==> src/rtl/lvds_echo_mem_master_if.sv <==
// rtl/lvds_echo_mem_master_if.sv - command, capture/replay stream and Avalon-MM bundle for lvds_echo_mem_master
interface lvds_echo_mem_master_if #(
    parameter int ADDR_W = 13
);
    logic              cmd_valid;
    logic              cmd_ready;
    logic              cmd_read;
    logic [ADDR_W-1:0] cmd_base;
    logic [ADDR_W:0]   cmd_len;
    logic [31:0]       snk_data;
    logic              snk_valid;
    logic              snk_ready;
    logic [31:0]       src_data;
    logic              src_valid;
    logic              src_ready;
    logic [ADDR_W+1:0] avm_address;
    logic              avm_read;
    logic              avm_write;
    logic [31:0]       avm_writedata;
    logic [3:0]        avm_byteenable;
    logic              avm_waitrequest;
    logic [31:0]       avm_readdata;
    logic              avm_readdatavalid;
    logic              busy;
    logic              done;
    logic [31:0]       checksum;

    modport master (
        input  cmd_valid, cmd_read, cmd_base, cmd_len, snk_data, snk_valid, src_ready,
               avm_waitrequest, avm_readdata, avm_readdatavalid,
        output cmd_ready, snk_ready, src_data, src_valid, avm_address, avm_read, avm_write,
               avm_writedata, avm_byteenable, busy, done, checksum
    );

    modport slave (
        output cmd_valid, cmd_read, cmd_base, cmd_len, snk_data, snk_valid, src_ready,
               avm_waitrequest, avm_readdata, avm_readdatavalid,
        input  cmd_ready, snk_ready, src_data, src_valid, avm_address, avm_read, avm_write,
               avm_writedata, avm_byteenable, busy, done, checksum
    );
endinterface

==> src/rtl/lvds_echo_mem_master.sv <==
// rtl/lvds_echo_mem_master.sv - capture/replay memory master; optional checksum via LVDS_ECHO_MEM_MASTER_CHECKSUM_EN
module lvds_echo_mem_master #(
    parameter int ADDR_W     = 13,
    parameter int FIFO_DEPTH = 4
) (
    input  logic                  clk,
    input  logic                  reset_n,
    lvds_echo_mem_master_if.master bus
);
    localparam int PW = $clog2(FIFO_DEPTH);
    localparam int CW = PW + 1;
    localparam logic [CW:0] DEPTH_W = (CW+1)'(FIFO_DEPTH);

    typedef enum logic [2:0] {IDLE, CAPTURE, REPLAY, DRAIN, DONE} state_t;
    state_t state, state_nxt;

    logic [ADDR_W-1:0] addr;
    logic [ADDR_W:0]   remaining;
    logic [ADDR_W:0]   snk_left;
    logic              wr_q;
    logic [31:0]       wdata;
    logic [CW-1:0]     outstanding;
    logic [CW-1:0]     fifo_count;
    logic [PW-1:0]     rd_ptr, wr_ptr;
    logic [31:0]       fifo_mem [FIFO_DEPTH];

    logic cmd_fire, snk_fire, wr_acc, rd_acc, push, pop;
    logic cmd_ready_c, busy_c, done_c, snk_ready_c, rd_en;

    assign cmd_fire = bus.cmd_valid && (state == IDLE);
    assign snk_fire = bus.snk_valid && snk_ready_c;
    assign wr_acc   = wr_q && !bus.avm_waitrequest;
    assign rd_acc   = rd_en && !bus.avm_waitrequest;
    // A response with nothing outstanding is a leftover from before reset.
    assign push     = bus.avm_readdatavalid && (outstanding != '0);
    assign pop      = (fifo_count != '0) && bus.src_ready;

    always_ff @(posedge clk or negedge reset_n) begin
        if (!reset_n) state <= IDLE;
        else          state <= state_nxt;
    end

    always_comb begin
        state_nxt = state;
        unique case (state)
            IDLE: begin
                if (bus.cmd_valid) begin
                    if (bus.cmd_len == '0)  state_nxt = DONE;
                    else if (bus.cmd_read)  state_nxt = REPLAY;
                    else                    state_nxt = CAPTURE;
                end
            end
            CAPTURE: if (wr_acc && remaining == (ADDR_W+1)'(1)) state_nxt = DONE;
            REPLAY:  if (rd_acc && remaining == (ADDR_W+1)'(1)) state_nxt = DRAIN;
            DRAIN:   if (outstanding == '0 && fifo_count == '0) state_nxt = DONE;
            DONE:    state_nxt = IDLE;
            default: state_nxt = IDLE;
        endcase
    end

    always_comb begin
        cmd_ready_c = 1'b0;
        busy_c      = 1'b1;
        done_c      = 1'b0;
        snk_ready_c = 1'b0;
        rd_en       = 1'b0;
        unique case (state)
            IDLE: begin
                cmd_ready_c = 1'b1;
                busy_c      = 1'b0;
            end
            CAPTURE: snk_ready_c = (snk_left != '0) && (!wr_q || !bus.avm_waitrequest);
            // Reads in flight plus buffered words never exceed the buffer, so pushes always fit.
            REPLAY:  rd_en = (remaining != '0) &&
                             (({1'b0, outstanding} + {1'b0, fifo_count}) < DEPTH_W);
            DONE:    done_c = 1'b1;
            default: ;
        endcase
    end

    assign bus.cmd_ready      = cmd_ready_c;
    assign bus.busy           = busy_c;
    assign bus.done           = done_c;
    assign bus.snk_ready      = snk_ready_c;
    assign bus.avm_read       = rd_en;
    assign bus.avm_write      = wr_q;
    assign bus.avm_writedata  = wdata;
    assign bus.avm_address    = {addr, 2'b00};
    assign bus.avm_byteenable = 4'hF;
    assign bus.src_valid      = (fifo_count != '0);
    assign bus.src_data       = fifo_mem[rd_ptr];

    always_ff @(posedge clk or negedge reset_n) begin
        if (!reset_n) begin
            addr        <= '0;
            remaining   <= '0;
            snk_left    <= '0;
            wr_q        <= 1'b0;
            wdata       <= '0;
            outstanding <= '0;
        end else begin
            if (cmd_fire) begin
                addr      <= bus.cmd_base;
                remaining <= bus.cmd_len;
                snk_left  <= bus.cmd_len;
            end else begin
                if (wr_acc || rd_acc) begin
                    addr      <= addr + ADDR_W'(1);
                    remaining <= remaining - (ADDR_W+1)'(1);
                end
                if (snk_fire) snk_left <= snk_left - (ADDR_W+1)'(1);
            end
            if (snk_fire) begin
                wr_q  <= 1'b1;
                wdata <= bus.snk_data;
            end else if (wr_acc) begin
                wr_q  <= 1'b0;
            end
            unique case ({rd_acc, push})
                2'b10:   outstanding <= outstanding + CW'(1);
                2'b01:   outstanding <= outstanding - CW'(1);
                default: ;
            endcase
        end
    end

    always_ff @(posedge clk or negedge reset_n) begin
        if (!reset_n) begin
            rd_ptr     <= '0;
            wr_ptr     <= '0;
            fifo_count <= '0;
            for (int i = 0; i < FIFO_DEPTH; i++) fifo_mem[i] <= '0;
        end else begin
            if (push) begin
                fifo_mem[wr_ptr] <= bus.avm_readdata;
                wr_ptr           <= wr_ptr + PW'(1);
            end
            if (pop) rd_ptr <= rd_ptr + PW'(1);
            unique case ({push, pop})
                2'b10:   fifo_count <= fifo_count + CW'(1);
                2'b01:   fifo_count <= fifo_count - CW'(1);
                default: ;
            endcase
        end
    end

`ifdef LVDS_ECHO_MEM_MASTER_CHECKSUM_EN
    logic [31:0] csum;

    always_ff @(posedge clk or negedge reset_n) begin
        if (!reset_n)     csum <= '0;
        else if (cmd_fire) csum <= '0;
        else if (wr_acc)   csum <= csum ^ wdata;
        else if (pop)      csum <= csum ^ bus.src_data;
    end

    assign bus.checksum = csum;
`else
    assign bus.checksum = 32'h0;
`endif
endmodule

==> src/flat_wrapper.sv <==
// flat-port wrapper written by rule: the top's interface ports become plain ports
module lvds_echo_mem_master_flat 
#(
    parameter int ADDR_W     = 13,
    parameter int FIFO_DEPTH = 4
)
  (clk, reset_n, bus_cmd_valid, bus_cmd_read, bus_cmd_base, bus_cmd_len, bus_snk_data, bus_snk_valid, bus_src_ready, bus_avm_waitrequest, bus_avm_readdata, bus_avm_readdatavalid, bus_cmd_ready, bus_snk_ready, bus_src_data, bus_src_valid, bus_avm_address, bus_avm_read, bus_avm_write, bus_avm_writedata, bus_avm_byteenable, bus_busy, bus_done, bus_checksum);
  lvds_echo_mem_master_if #(.ADDR_W(ADDR_W)) bus_i ();
  input  logic clk;
  input  logic reset_n;
  input wire logic [$bits(bus_i.cmd_valid)-1:0] bus_cmd_valid;
  input wire logic [$bits(bus_i.cmd_read)-1:0] bus_cmd_read;
  input wire logic [$bits(bus_i.cmd_base)-1:0] bus_cmd_base;
  input wire logic [$bits(bus_i.cmd_len)-1:0] bus_cmd_len;
  input wire logic [$bits(bus_i.snk_data)-1:0] bus_snk_data;
  input wire logic [$bits(bus_i.snk_valid)-1:0] bus_snk_valid;
  input wire logic [$bits(bus_i.src_ready)-1:0] bus_src_ready;
  input wire logic [$bits(bus_i.avm_waitrequest)-1:0] bus_avm_waitrequest;
  input wire logic [$bits(bus_i.avm_readdata)-1:0] bus_avm_readdata;
  input wire logic [$bits(bus_i.avm_readdatavalid)-1:0] bus_avm_readdatavalid;
  output wire logic [$bits(bus_i.cmd_ready)-1:0] bus_cmd_ready;
  output wire logic [$bits(bus_i.snk_ready)-1:0] bus_snk_ready;
  output wire logic [$bits(bus_i.src_data)-1:0] bus_src_data;
  output wire logic [$bits(bus_i.src_valid)-1:0] bus_src_valid;
  output wire logic [$bits(bus_i.avm_address)-1:0] bus_avm_address;
  output wire logic [$bits(bus_i.avm_read)-1:0] bus_avm_read;
  output wire logic [$bits(bus_i.avm_write)-1:0] bus_avm_write;
  output wire logic [$bits(bus_i.avm_writedata)-1:0] bus_avm_writedata;
  output wire logic [$bits(bus_i.avm_byteenable)-1:0] bus_avm_byteenable;
  output wire logic [$bits(bus_i.busy)-1:0] bus_busy;
  output wire logic [$bits(bus_i.done)-1:0] bus_done;
  output wire logic [$bits(bus_i.checksum)-1:0] bus_checksum;
  assign bus_i.cmd_valid = bus_cmd_valid;
  assign bus_i.cmd_read = bus_cmd_read;
  assign bus_i.cmd_base = bus_cmd_base;
  assign bus_i.cmd_len = bus_cmd_len;
  assign bus_i.snk_data = bus_snk_data;
  assign bus_i.snk_valid = bus_snk_valid;
  assign bus_i.src_ready = bus_src_ready;
  assign bus_i.avm_waitrequest = bus_avm_waitrequest;
  assign bus_i.avm_readdata = bus_avm_readdata;
  assign bus_i.avm_readdatavalid = bus_avm_readdatavalid;
  assign bus_cmd_ready = bus_i.cmd_ready;
  assign bus_snk_ready = bus_i.snk_ready;
  assign bus_src_data = bus_i.src_data;
  assign bus_src_valid = bus_i.src_valid;
  assign bus_avm_address = bus_i.avm_address;
  assign bus_avm_read = bus_i.avm_read;
  assign bus_avm_write = bus_i.avm_write;
  assign bus_avm_writedata = bus_i.avm_writedata;
  assign bus_avm_byteenable = bus_i.avm_byteenable;
  assign bus_busy = bus_i.busy;
  assign bus_done = bus_i.done;
  assign bus_checksum = bus_i.checksum;
  lvds_echo_mem_master #(.ADDR_W(ADDR_W), .FIFO_DEPTH(FIFO_DEPTH)) u_core (.clk(clk), .reset_n(reset_n), .bus(bus_i));
endmodule
==> config.mk <==
export PLATFORM = sky130hd
export DESIGN_NAME = lvds_echo_mem_master_flat
export DESIGN_NICKNAME = d
export VERILOG_FILES = /design/src/rtl/lvds_echo_mem_master_if.sv /design/src/rtl/lvds_echo_mem_master.sv /design/src/flat_wrapper.sv
export SDC_FILE = /design/constraint.sdc
export NUM_CORES = 1
export LEC_CHECK = 0
export CAP_MARGIN = 20
export CORE_AREA = 2 2 190 192
export CTS_CLUSTER_DIAMETER = 40
export DETAILED_ROUTE_END_ITERATION = 8
export DIE_AREA = 0 0 192 194
export SLEW_MARGIN = 20
export SYNTH_ARGS = -nofsm -noshare
export SYNTH_HDL_FRONTEND = slang
export SYNTH_SLANG_ARGS = --single-unit
==> constraint.sdc <==
create_clock -name clk -period 8.1 [get_ports clk]
set_clock_uncertainty 0.2 [all_clocks]
set_input_delay 1.215 -clock clk [delete_from_list [all_inputs] [get_ports clk]]
set_output_delay 1.215 -clock clk [all_outputs]
set_load 0.02 [all_outputs]
Word level (Yosys, flattened, before mapping)
Cells that the tools add are included.

operators by class
  add/sub/neg operators = 10
  $lt $le $gt $ge = 4
  equal/unequal tests = 13
  multiplexer cells = 28
  bitwise logic cells = 2
  reduce and logical (&&, ||, !) cells = 30

operators by type and width
  operator                                                  count
  bitwise mux 128 bit                                       1
  two-way mux 32 bit                                        3
  binary-select mux 32 bit (select 2 bit)                   1
  demux 32 bit (select 2 bit)                               1
  two-way mux 14 bit                                        4
  nonzero test 14 bit                                       2
  subtractor 14 x 1 -> 14 bit, second input constant        2
  two-way mux 13 bit                                        2
  two-way mux 3 bit                                         5
  equality test 14 x 1 -> 1 bit, second input constant      1
  zero test 14 bit                                          1
  adder 13 x 1 -> 13 bit, second input constant             1
  logical AND 1 bit                                         12
  one-hot mux 3 bit (2 select lines)                        2
  one-hot mux 3 bit (4 select lines)                        1
  nonzero test 2 bit                                        5
  zero test 3 bit                                           3
  two-way mux 1 bit                                         7
  adder 3 x 1 -> 3 bit, second input constant               2
  equality test 3 x 2 -> 1 bit, second input constant       2
  greater-or-equal comparator 3 bit, second input constant  2
  != test 2 x 1 -> 1 bit, second input constant             3
  NOT 2 -> 3 bit                                            2
  nonzero test 3 bit                                        2
  14 further kinds                                          20

word-level totals
  register bits after elaboration = 215
  input port bits = 99
  output and inout bits = 122
  logic and storage cells = 101

Logic depth before layout (Yosys ltp)
  depth in word-level cells = 8
  depth in mapped cells = 11
  depth with buffers taken out = 11

Least setup slack after synthesis
Ideal clock, no wire load.

  path kind = reg2out
  start = reg u_core.rd_ptr[0]
  end = out bus_src_data[10]
  data arrival time = 1.812 ns
  slack = 4.873 ns
  stages on the path, launching flop included = 4
  buffers on the path = 2
  path through = dfrtp_1 > clkbuf_1 > buf_1 > mux4_2

between the ends
  cells in the longest elaborated chain, start to end = 4

ends and longest elaborated chain
  element                                                 line                         text
  start, declared                                         lvds_echo_mem_master.sv:24   logic [PW-1:0] rd_ptr, wr_ptr;
  start signal, assigned                                  lvds_echo_mem_master.sv:138  if (pop) rd_ptr <= rd_ptr + PW'(1);
  NOT 2 -> 3 bit (not written as such)                    lvds_echo_mem_master.sv:91   assign bus.src_data = fifo_mem[rd_ptr];
  binary-select mux 32 bit (select 2 bit)                 lvds_echo_mem_master.sv:91
  two-way mux 32 bit (not written as such) (2 in series)  lvds_echo_mem_master.sv:91
  end, declared                                           flat_wrapper.sv:23           output wire logic [$bits(bus_i.src_data)-1:0] bus_src_data;

No other way between the ends. The select of a mux whose other input is x is not followed.

Worst setup path after layout
  start = in bus_avm_waitrequest
  end = out bus_snk_ready

between the ends
  cells in the longest elaborated chain, start to end = 4

ends and longest elaborated chain
  element            line                        text
  start, declared    flat_wrapper.sv:18          input wire logic [$bits(bus_i.avm_waitrequest)-1:0] bus_avm_waitrequest;
  zero test 1 bit    lvds_echo_mem_master.sv:72  CAPTURE: snk_ready_c = (snk_left != '0) && (!wr_q || !bus.avm_waitrequest);
  logical OR 1 bit   lvds_echo_mem_master.sv:72
  logical AND 1 bit  lvds_echo_mem_master.sv:72
  two-way mux 1 bit  lvds_echo_mem_master.sv:67  unique case (state)
  end, declared      flat_wrapper.sv:22          output wire logic [$bits(bus_i.snk_ready)-1:0] bus_snk_ready;

No other way between the ends.

==> results.cfg <==
[detailed_routing]
ant_nets = 0
post_drt_wl_per_cell_um = 15.9
vias = 7188
routed_wl_um = 24500
via_per_inst = 4.67
first_pass_iters = 4
drt_iter0_markers = 278
drcViolationCount = 0

[yosys]
synth_area_leaders = dfrtp_1 52%, mux2_2 14%, mux4_2 6.9%, nand2_1 4.4%, buf_4 2.7%
syn_area_sq_um = 10400
synth_top_area_cell = dfrtp_1
synth.avg_cell_area_sq_um = 12.0
syn-instance-count = 863
synth_cell_type_count = 59
synthFlopType = dfrtp_1
ys_seq_elements = 215
ys_seq_area_share_pct = 51.8
yosysTopAreaCellShare_pct = 51.8
synth_warnings = 0
synthArstFlopShare_pct = 100
synth_edf_count = 0

[global_routing]
grtUsageMet1_pct = 17.3
busiest_layer = met2
grt_pass1_vias = 7404
grt_overflow = 0
grt_start_max_net_pins = 75
antenna_found_initial = 0
grt_pass1_wl_um = 39800
grt_util_met2_pct = 20.8
grtUsageMet3_pct = 4.62
grt.total_usage_pct = 13.4

[critical_path]
r2r_cells = 11
end_kind = output pin
r2r_slack_ps = 4960
worstSetupPathType = in -> out
worstPathArrival_ps = 2990
rr_endpoint = u_core.outstanding[2]$_DFFE_PN0P_
critPathMaxFanout = 8
cp.required_ps = 6680
startpoint_type = input port
r2r_start = u_core.remaining[0]$_DFFE_PN0P_

[layout]
area_growth_pct = 33.0
diodes = 0
multiInputGateArea_sq_um = 4570
fillCellCount = 3381
regArea_sq_um = 5380
drive_above_1_share_pct = 23.3
fin_nets = 1163

[sta]
period_share_pct = 54.3
layout_min_cycle_time_ps = 4400
setup_ws_ps = 3700
max_freq_ghz = 0.227
grt_setup_unrepaired = false
finalSetupTns_ps = 0
finalHoldViolCount = 0
maxSlewViolCount = 0
slew_headroom_pct = 37.0
worst_slew_pin_slew_ps = 946
setup_viol = 0

[worst_hold_path]
hold_class = reg -> reg
worstHoldPathCells = 2
holdPathEnd = u_core.bus.avm_writedata[19]$_DFFE_PN0P_
hp-start = u_core.bus.avm_writedata[19]$_DFFE_PN0P_

[run_status]
outcome = completed

[clock_network]
clock-sinks = 215
clk_latency_ps = 520
cts_buffers = 40
cts-root-buf = clkbuf_16
holdBufCountCts = 0
cts_resized = 0
cts_tree = built
clk_path_buf_depth = 3
postCtsSetupBuffers = 0
clk_pin_slew_ps = 50
cts_max_level = 2

[floorplanning]
start_util_pct = 29.5
ios = 221
die-area_sq_um = 37200
die_w_um = 192
core_area_sq_um = 35200
die_y_um = 194
rows = 69

[place]
dpl.hpwl_um = 16100
port_buffers = 182
dp_slack_ps = 3690
place_congestion = 0.764

[power]
power_density_nw_per_um2 = 444
peakVddDrop_v = 0.000253
leakagePower_nw = 5.79

[flow_run]
max_cap_violations = 0
==> placed cells by master (no fill, tap or decap), types with 8 or more instances in the layout <==
| master | instances |
|---|---|
| o31ai_1 | 11 |
| ha_1 | 12 |
| nand3_1 | 14 |
| nor2_1 | 32 |
| clkbuf_1 | 9 |
| mux2i_1 | 10 |
| inv_1 | 22 |
| dfrtp_1 | 214 |
| or3_1 | 9 |
| a21oi_1 | 17 |
| nand2_1 | 121 |
| clkdlybuf4s50_1 | 181 |
| conb_1 | 38 |
| and2_1 | 8 |
| a31oi_1 | 18 |
| buf_4 | 11 |
| mux4_2 | 32 |
| xnor2_1 | 9 |
| mux2_2 | 128 |
| xor2_1 | 10 |
| or4_1 | 14 |
| nor3_1 | 14 |
| clkbuf_16 | 42 |
==> synthesized netlist by cell type, types with 3 or more instances <==
master / n
ha_1: 12
mux4_2: 32
inv_1: 22
nand2b_1: 5
o21ai_2: 3
xor2_1: 10
nor4_1: 6
a21oi_1: 17
or4_1: 14
nor3_1: 14
nor2_1: 32
dfrtp_1: 215
o31ai_1: 11
nand4_1: 6
and4_1: 3
o31a_1: 3
nand3_1: 14
nor2b_1: 7
a211oi_1: 4
clkbuf_1: 23
or3_1: 9
and3_1: 4
or2_2: 4
o21ai_0: 6
a31oi_1: 18
buf_1: 15
and2_1: 8
buf_2: 5
xnor2_1: 9
buf_4: 38
mux2i_1: 10
nand2_1: 121
mux2_2: 128
==> report_power, final <==
group | internal, W | switching [W] | leakage (nW)
Sequential | 0.00162 | 0.000334 | 2.53
Clock | 0.00104 | 0.000546 | 0.626
Combinational | 0.00136 | 0.00124 | 2.63
==> stage by stage <==
step                      cell area [sq um]  hold slack (ps)  power (W)  utilization, %  std cells
after floorplan                       10500              268    0.00363               -        899
after global placement                12500              258    0.00453            35.5       1469
after detailed placement              12500              262    0.00459            35.5       1469
after CTS                             13800              275    0.00623            39.2       1539
after global routing                  13800              301    0.00654            39.2       1539
final                                 13800              267    0.00613            39.2       1539
==> state kept, by name, summed over array words and instances (netlist names) <==
| name | cells |
|---|---|
| u_core.snk_left | 14 |
| u_core.fifo_count | 3 |
| u_core.outstanding | 3 |
| u_core.rd_ptr | 2 |
| u_core.fifo_mem | 128 |
| u_core.bus.avm_write | 1 |
| u_core.state | 3 |
| u_core.remaining | 14 |
| u_core.bus.avm_writedata | 32 |
| u_core.addr | 13 |
| u_core.wr_ptr | 2 |
==> logic make-up (layout without fill, tap and decap cells) <==
logic type      Yosys count  count (layout)  share of synthesized area [%]
other cells               2              38                         0.0723
compound gates           77              77                           4.98
buf+inv                 106             285                           5.52
simple gates            260             260                           12.4
flops                   215             215                           51.8
fa+ha+maj                14              14                           1.83
xor+xnor                 19              19                           1.60
mux                     170             170                           21.8
==> worst max-delay path, cell delays in order <==
cell and delay (ps):
clkdlybuf4s50_1 550, a21oi_1 320, nand2_1 100, a21oi_1 170, clkdlybuf4s50_1 640
==> worst max-delay path by stage <==
stage / start / slack [ps] / cells past startpoint / to
4_1_cts: bus_avm_waitrequest / 3680 / 5 / bus_snk_ready
3_3_place_gp: bus_avm_waitrequest / 3710 / 5 / bus_snk_ready
6_report: bus_avm_waitrequest / 3700 / 5 / bus_snk_ready
3_5_place_dp: bus_avm_waitrequest / 3690 / 5 / bus_snk_ready
5_1_grt: bus_avm_waitrequest / 3550 / 5 / bus_snk_ready
2_1_floorplan: u_core.rd_ptr[0]$_DFFE_PN0P_ / 4870 / 3 / bus_src_data[10]
==> routing by layer <==
layer | vias up | wire length (um)
met2 | 229 | 11000
met3 | 45 | 2170
li1 | 3379 | -
met4 | 0 | 589
met5 | - | 0
met1 | 3535 | 10800
==> final cells by class <==
| type | instances | share of cell area, % |
|---|---|---|
| Tap cell | 461 | 4.18 |
| Sequential cell | 215 | 39.0 |
| Timing Repair Buffer | 193 | 13.8 |
| Multi-Input combinational cell | 578 | 33.1 |
| Clock inverter | 16 | 1.21 |
| Clock buffer | 54 | 8.15 |
| Inverter | 22 | 0.598 |
(Power assumes the default switching activity.)
